==> src/rtl/spi_flash_pkg.sv <==
// Shared definitions for the boot-flash SPI controllers: opcodes, sequencer
// states and the shift-engine transfer request.
package spi_flash_pkg;

    localparam logic [7:0] CMD_READ = 8'h03;
    localparam logic [7:0] CMD_WREN = 8'h06;
    localparam logic [7:0] CMD_PP   = 8'h02;
    localparam logic [7:0] CMD_RDSR = 8'h05;
    localparam int STATUS_WIP_BIT   = 0;

    typedef enum logic [2:0] {
        S_IDLE, S_WREN, S_PROG, S_POLL, S_GAP, S_DONE, S_ERROR
    } state_t;

    // Bits are MSB-aligned in data; nbits of them are shifted out.
    typedef struct packed {
        logic [39:0] data;
        logic [5:0]  nbits;
    } spi_xfer_t;

    function automatic spi_xfer_t make_xfer(state_t s, logic [15:0] a, logic [7:0] d);
        spi_xfer_t x;
        x.data  = '0;
        x.nbits = 6'd8;
        case (s)
            S_WREN: x.data = {CMD_WREN, 32'h0};
            S_PROG: begin
                x.data  = {CMD_PP, 8'h00, a, d};
                x.nbits = 6'd40;
            end
            S_POLL: begin
                x.data  = {CMD_RDSR, 32'h0};
                x.nbits = 6'd16;
            end
            default: ;
        endcase
        return x;
    endfunction

endpackage

==> src/rtl/spi_flash_writer_engine.sv <==
// SPI mode-0 bit engine: one CS-framed transfer of up to 40 bits, returning
// the last 8 bits seen on MISO. Shared with the flash read controller.
module spi_shift_engine
    import spi_flash_pkg::*;
#(
    parameter int HALF_PERIOD = 1
) (
    input  logic       clk,
    input  logic       i_RST_N,
    input  logic       i_START,
    input  spi_xfer_t  i_XFER,
    input  logic       i_MISO,
    output logic       o_SCK,
    output logic       o_MOSI,
    output logic       o_CS,
    output logic [7:0] o_RX,
    output logic       o_DONE
);
    localparam int DW = $clog2(HALF_PERIOD + 1);

    logic          r_active, r_sck, r_mosi, r_cs, r_tail, r_done;
    logic [DW-1:0] r_div;
    logic [5:0]    r_bitcnt;
    logic [39:0]   r_shift;
    logic [7:0]    r_rx;

    always_ff @(posedge clk) begin
        if (!i_RST_N) begin
            r_active <= 1'b0;
            r_sck    <= 1'b0;
            r_mosi   <= 1'b0;
            r_cs     <= 1'b1;
            r_tail   <= 1'b0;
            r_done   <= 1'b0;
            r_div    <= '0;
            r_bitcnt <= '0;
            r_shift  <= '0;
            r_rx     <= '0;
        end else begin
            r_done <= 1'b0;
            if (!r_active) begin
                if (i_START) begin
                    r_active <= 1'b1;
                    r_cs     <= 1'b0;
                    r_shift  <= i_XFER.data;
                    r_mosi   <= i_XFER.data[39];
                    r_bitcnt <= i_XFER.nbits;
                    r_div    <= '0;
                    r_sck    <= 1'b0;
                    r_tail   <= 1'b0;
                end
            end else if (r_div != DW'(HALF_PERIOD - 1)) begin
                r_div <= r_div + 1'b1;
            end else begin
                r_div <= '0;
                if (r_tail) begin
                    // trailing low half-period done: close the frame
                    r_active <= 1'b0;
                    r_cs     <= 1'b1;
                    r_mosi   <= 1'b0;
                    r_done   <= 1'b1;
                    r_tail   <= 1'b0;
                end else if (!r_sck) begin
                    r_sck <= 1'b1;
                    r_rx  <= {r_rx[6:0], i_MISO};
                end else begin
                    r_sck    <= 1'b0;
                    r_bitcnt <= r_bitcnt - 6'd1;
                    r_shift  <= {r_shift[38:0], 1'b0};
                    r_mosi   <= r_shift[38];
                    if (r_bitcnt == 6'd1) r_tail <= 1'b1;
                end
            end
        end
    end

    assign o_SCK  = r_sck;
    assign o_MOSI = r_mosi;
    assign o_CS   = r_cs;
    assign o_RX   = r_rx;
    assign o_DONE = r_done;

endmodule

==> src/rtl/spi_flash_writer.sv <==
// Programs one byte into the boot SPI flash per CPU write into the flash
// window: WREN, PAGE PROGRAM, then RDSR polling until WIP clears.
module spi_flash_writer
    import spi_flash_pkg::*;
#(
    parameter int HALF_PERIOD = 1,
    parameter int CS_GAP      = 4,
    parameter int POLL_LIMIT  = 65535
) (
    input  logic        clk,
    input  logic        i_RST_N,
    input  logic        spi_ce,
    input  logic        i_RW,
    input  logic [15:0] i_ADDRESS_BUS,
    input  logic [7:0]  i_DATA,
    input  logic        i_SPI_MISO,
    output logic        o_SPI_CLK,
    output logic        o_SPI_MOSI,
    output logic        o_SPI_CS,
    output logic        o_BUSY,
    output logic        o_ERROR
);
    localparam int GW = $clog2(CS_GAP + 1);

    state_t        r_state, r_next;
    spi_xfer_t     r_xfer;
    logic          r_req_d, r_start, r_wip, r_error;
    logic [15:0]   r_addr, r_poll_cnt;
    logic [7:0]    r_data;
    logic [GW-1:0] r_gap_cnt;

    logic       w_req, w_accept, w_done;
    logic [7:0] w_rx;
    logic [6:0] w_unused_status;

    assign w_req           = spi_ce && !i_RW;
    assign w_accept        = w_req && !r_req_d && (r_state == S_IDLE);
    assign w_unused_status = w_rx[7:1];

    spi_shift_engine #(.HALF_PERIOD(HALF_PERIOD)) u_engine (
        .clk     (clk),
        .i_RST_N (i_RST_N),
        .i_START (r_start),
        .i_XFER  (r_xfer),
        .i_MISO  (i_SPI_MISO),
        .o_SCK   (o_SPI_CLK),
        .o_MOSI  (o_SPI_MOSI),
        .o_CS    (o_SPI_CS),
        .o_RX    (w_rx),
        .o_DONE  (w_done)
    );

    always_ff @(posedge clk) begin
        if (!i_RST_N) begin
            r_state    <= S_IDLE;
            r_next     <= S_IDLE;
            r_xfer     <= '0;
            r_req_d    <= 1'b0;
            r_start    <= 1'b0;
            r_wip      <= 1'b0;
            r_error    <= 1'b0;
            r_addr     <= '0;
            r_data     <= '0;
            r_poll_cnt <= '0;
            r_gap_cnt  <= '0;
        end else begin
            r_req_d <= w_req;
            r_start <= 1'b0;
            case (r_state)
                S_IDLE: if (w_accept) begin
                    r_addr     <= i_ADDRESS_BUS;
                    r_data     <= i_DATA;
                    r_error    <= 1'b0;
                    r_poll_cnt <= '0;
                    r_state    <= S_WREN;
                    r_start    <= 1'b1;
                    r_xfer     <= make_xfer(S_WREN, i_ADDRESS_BUS, i_DATA);
                end
                S_WREN, S_PROG, S_POLL: if (w_done) begin
                    r_state   <= S_GAP;
                    r_gap_cnt <= '0;
                    // S_DONE as the gap target means "decide from status"
                    r_next    <= (r_state == S_WREN) ? S_PROG :
                                 (r_state == S_PROG) ? S_POLL : S_DONE;
                    if (r_state == S_POLL) begin
                        r_wip <= w_rx[STATUS_WIP_BIT];
                        if (r_poll_cnt != 16'hFFFF) r_poll_cnt <= r_poll_cnt + 16'd1;
                    end
                end
                S_GAP: begin
                    if (r_gap_cnt != GW'(CS_GAP - 1)) begin
                        r_gap_cnt <= r_gap_cnt + 1'b1;
                    end else if (r_next != S_DONE) begin
                        r_state <= r_next;
                        r_start <= 1'b1;
                        r_xfer  <= make_xfer(r_next, r_addr, r_data);
                    end else if (!r_wip) begin
                        r_state <= S_DONE;
                    end else if (r_poll_cnt >= 16'(POLL_LIMIT)) begin
                        r_state <= S_ERROR;
                        r_error <= 1'b1;
                    end else begin
                        r_state <= S_POLL;
                        r_start <= 1'b1;
                        r_xfer  <= make_xfer(S_POLL, r_addr, r_data);
                    end
                end
                default: r_state <= S_IDLE;
            endcase
        end
    end

    assign o_BUSY  = (r_state != S_IDLE);
    assign o_ERROR = r_error;

endmodule
==> config.mk <==
export PLATFORM = sky130hd
export DESIGN_NAME = spi_flash_writer
export DESIGN_NICKNAME = d
export VERILOG_FILES = /design/src/rtl/spi_flash_pkg.sv /design/src/rtl/spi_flash_writer_engine.sv /design/src/rtl/spi_flash_writer.sv
export SDC_FILE = /design/constraint.sdc
export NUM_CORES = 1
export LEC_CHECK = 0
export CORE_MARGIN = 2
export CORE_UTILIZATION = 52
export DETAILED_ROUTE_END_ITERATION = 10
export DONT_BUFFER_PORTS = 1
export PLACE_DENSITY = 0.67
export SLEW_MARGIN = 20
export SYNTH_ARGS = -nofsm -noshare
export SYNTH_HDL_FRONTEND = slang
export SYNTH_SLANG_ARGS = --single-unit
==> constraint.sdc <==
create_clock -name clk -period 1.8 [get_ports clk]
set_clock_uncertainty 0.2 [all_clocks]
set_input_delay 0.18 -clock clk [delete_from_list [all_inputs] [get_ports clk]]
set_output_delay 0.18 -clock clk [all_outputs]
set_load 0.01 [all_outputs]
==> flow_metrics.tcl <==
set metrics [dict create \
    outcome "complete, but fails checks" \
    failed_checks "negative setup slack" \
    final_common_cell "dfxtp_1" \
    first_pass_iters 5 \
    layout-drive-gt1-share 0.324 \
    track_usage 0.258 \
    netlist.area_leader.share 0.472 \
    initial_core_util 0.530 \
    cap_viol_max_count 0 \
    avgViaCountPerCell 5.87 \
    clk_pin_slew_ns 0.07 \
    routed.top_layer "met4" \
    layout_common_cells "112 x dfxtp_1, 83 x nand2_1, 76 x buf_4, 54 x a21oi_1, 46 x nor2_1" \
    final_util 0.728 \
    nFillCells 747 \
    clk_path_buf_depth 2 \
    power.leakage_nw 2.93 \
    crit_end "r_poll_cnt[4]" \
    finalHoldViolCount 0 \
    synthArstFlopShare 0 \
    antenna_found_initial 0 \
    r2r_end "r_poll_cnt[4]" \
    clkSinkCount 135 \
    wl_met2_um 7760 \
    crit_required_ns 2.07 \
    place_area_mm2 0.00637 \
    dp_hpwl_um 8580 \
    ant_nets 0 \
    cts_buffers 17 \
    wl_per_cell_um 17.7 \
    setup_viol 40 \
    multi_input_comb_area_mm2 0.00312 \
    cp_max_fo 5 \
    fin_crit_ns 1.91 \
    max_freq_mhz 524 \
    netlist_instances 623 \
    dieArea_mm2 0.0119 \
    synth.distinct_cells 71 \
    pre_cts_ws_ns -0.210 \
    ys_warn_count 0 \
    layout.nets 758 \
    cts_tree "yes" \
    place_congestion 0.891 \
    portBuffers 0 \
    slew_violations 0 \
    synth_area_mm2 0.00572 \
    fin_crit_sh 1.06 \
    rsz0062_at_grt "yes" \
    fp.coreArea_mm2 0.0108 \
    wl_met3_um 518 \
    fp.dieW_um 109 \
    cts_max_level 4 \
    gr-total-overflow 0 \
    die_h_um 109 \
    arrival_ns 2.18 \
    totalWireLength_um 15600 \
    startpoint "r_state[2]" \
    grt_max_degree 54 \
    rows 38 \
    worst_pin_slew_ns 0.563 \
    path_class "flop to flop" \
    grt_pass1_vias 4869 \
    reg2reg_slack_ns -0.11 \
    vias 5146 \
    reg2regPathDepth 6 \
    synthFlopType "dfxtp_1" \
    setup_ws_ns -0.109 \
    ys_seq_area_frac 0.472 \
    wl_met1_um 7030 \
    drcViolationCount 0 \
    ys_seq_elements 135 \
    vdd_ir_drop_max_uv 980 \
    area.sequential_mm2 0.00274 \
    cts_root_buf "clkbuf_8" \
    synth_edf_count 0 \
    area_growth_pct 37.3 \
    antenna_cells 0 \
    r2r-start "r_state[2]" \
    total_power_mw 7.02 \
    max-slew-margin-rel 0.625 \
    endpoint_kind "flop" \
    drt_iter0_markers 372 \
    syn_nets 657 \
    power.density_mw_per_mm2 894 \
    grt_pass1_wl_um 23500 \
    synth_area_leaders "dfxtp_1 47%, a21oi_1 5.6%, mux2i_1 5.6%" \
    finish.instance_area_mm2 0.00786 \
    yosys.area.top_type "dfxtp_1" \
    hold_path_class "input pin to flop" \
    start_kind "flop" \
    avgSynthCellArea_um2 9.19 \
    clock_latency_ns 0.53 \
    io_pins 34 \
]
==> worst min path at each step <==
| stage | cells past startpoint | endpoint | from |
|---|---|---|---|
| 6_report | 6 | r_poll_cnt[15] | i_RST_N |
| 4_1_cts | 6 | r_poll_cnt[15] | i_RST_N |
| 3_3_place_gp | 1 | r_req_d | i_RW |
| 2_1_floorplan | 1 | r_req_d | i_RW |
| 5_1_grt | 5 | r_xfer[38] | spi_ce |
| 3_5_place_dp | 1 | r_req_d | i_RW |
==> cells by family (layout without fill, tap and decap cells) <==
logic type               after synthesis  after routing  share of synthesized area
AND/OR/NAND/NOR                      222            222                      0.200
multiplexers                          33             33                     0.0579
buffers and inverters                 56            170                     0.0450
flip-flops                           135            135                      0.472
adder cells (fa/ha/maj)                5              5                     0.0109
AO/OA/AOI/OAI                        169            169                      0.209
XOR/XNOR                               3              3                    0.00459
==> critical path, stage by stage (launching register included) <==
cell and delay (ns):
dfxtp_4 0.37, buf_6 0.12, and4b_4 0.41, buf_6 0.12
nand4_1 0.12, or3_1 0.38, a21oi_2 0.12
==> area by class of cell <==
type,instances,share of cell area
Clock buffer,18,0.0532
Timing Repair Buffer,130,0.156
Clock inverter,14,0.0193
Multi-Input combinational cell,432,0.397
Sequential cell,135,0.349
Inverter,8,0.00382
Tap cell,140,0.0223
==> where the power goes <==
part / switching (mW) / internal [mW] / total (mW)
logic: 0.310 / 0.262 / 0.572
clock network: 1.34 / 1.98 / 3.32
registers: 0.0643 / 3.07 / 3.13
total: 1.71 / 5.31 / 7.02
==> sequential cells by signal, indices dropped and copies added, names as in the netlist, 6 cells and up <==
name / flops
r_addr: 16
r_data: 8
r_poll_cnt: 16
r_xfer: 30
u_engine.r_bitcnt: 6
u_engine.r_shift: 39
==> per-layer routing <==
metal / up-vias / GRT usage
met4: 0 / 0.104
met2: 113 / 0.417
met3: 26 / 0.0711
met5: - / 0
met1: 2512 / 0.326
li1: 2495 / -
==> synthesized netlist by cell type, types with 2 or more instances <==
master / number
and4_1: 2
a21oi_1: 64
a31oi_1: 3
or4_2: 4
and3b_1: 2
ha_1: 5
nor3_1: 5
mux2i_1: 32
nor3b_1: 2
a22oi_1: 3
or4_1: 5
dfxtp_1: 135
o21ai_0: 13
nor2b_1: 2
a211oi_1: 29
and3_1: 3
a21boi_0: 2
nand2_1: 85
nor2_1: 48
buf_2: 7
o211ai_1: 4
inv_1: 8
nor3_2: 2
nor4_1: 5
o211a_1: 2
buf_1: 3
nand4_1: 2
a32o_1: 5
nand3_1: 25
buf_6: 5
nand2b_1: 7
nand4_2: 2
o221a_2: 3
o31ai_1: 9
clkbuf_1: 32
xor2_1: 2
or3_1: 3
a32o_2: 19
nand3b_1: 2
==> through the flow <==
step	std cells	TNS, ns	hold slack, ns
after global routing	877	-4.27	0.0577
after CTS	866	-1.81	0.00658
after floorplan	623	-0.980	0.0558
after detailed placement	790	-5.04	0.0596
after global placement	790	-2.30	0.0572
final	877	-2.61	0.0378
==> what timing repair did <==
action | 4_1_cts | 5_1_grt
pin swaps | 14 | 29
endpoints found under the hold margin | 112 | 0
endpoints found under the setup margin | 52 | 56
setup buffers | 10 | 10
cloned | 1 | 2
gates resized for setup | 54 | 47
hold buffers | 33 | 0
Note: power is estimated with default switching activity, not from simulation.
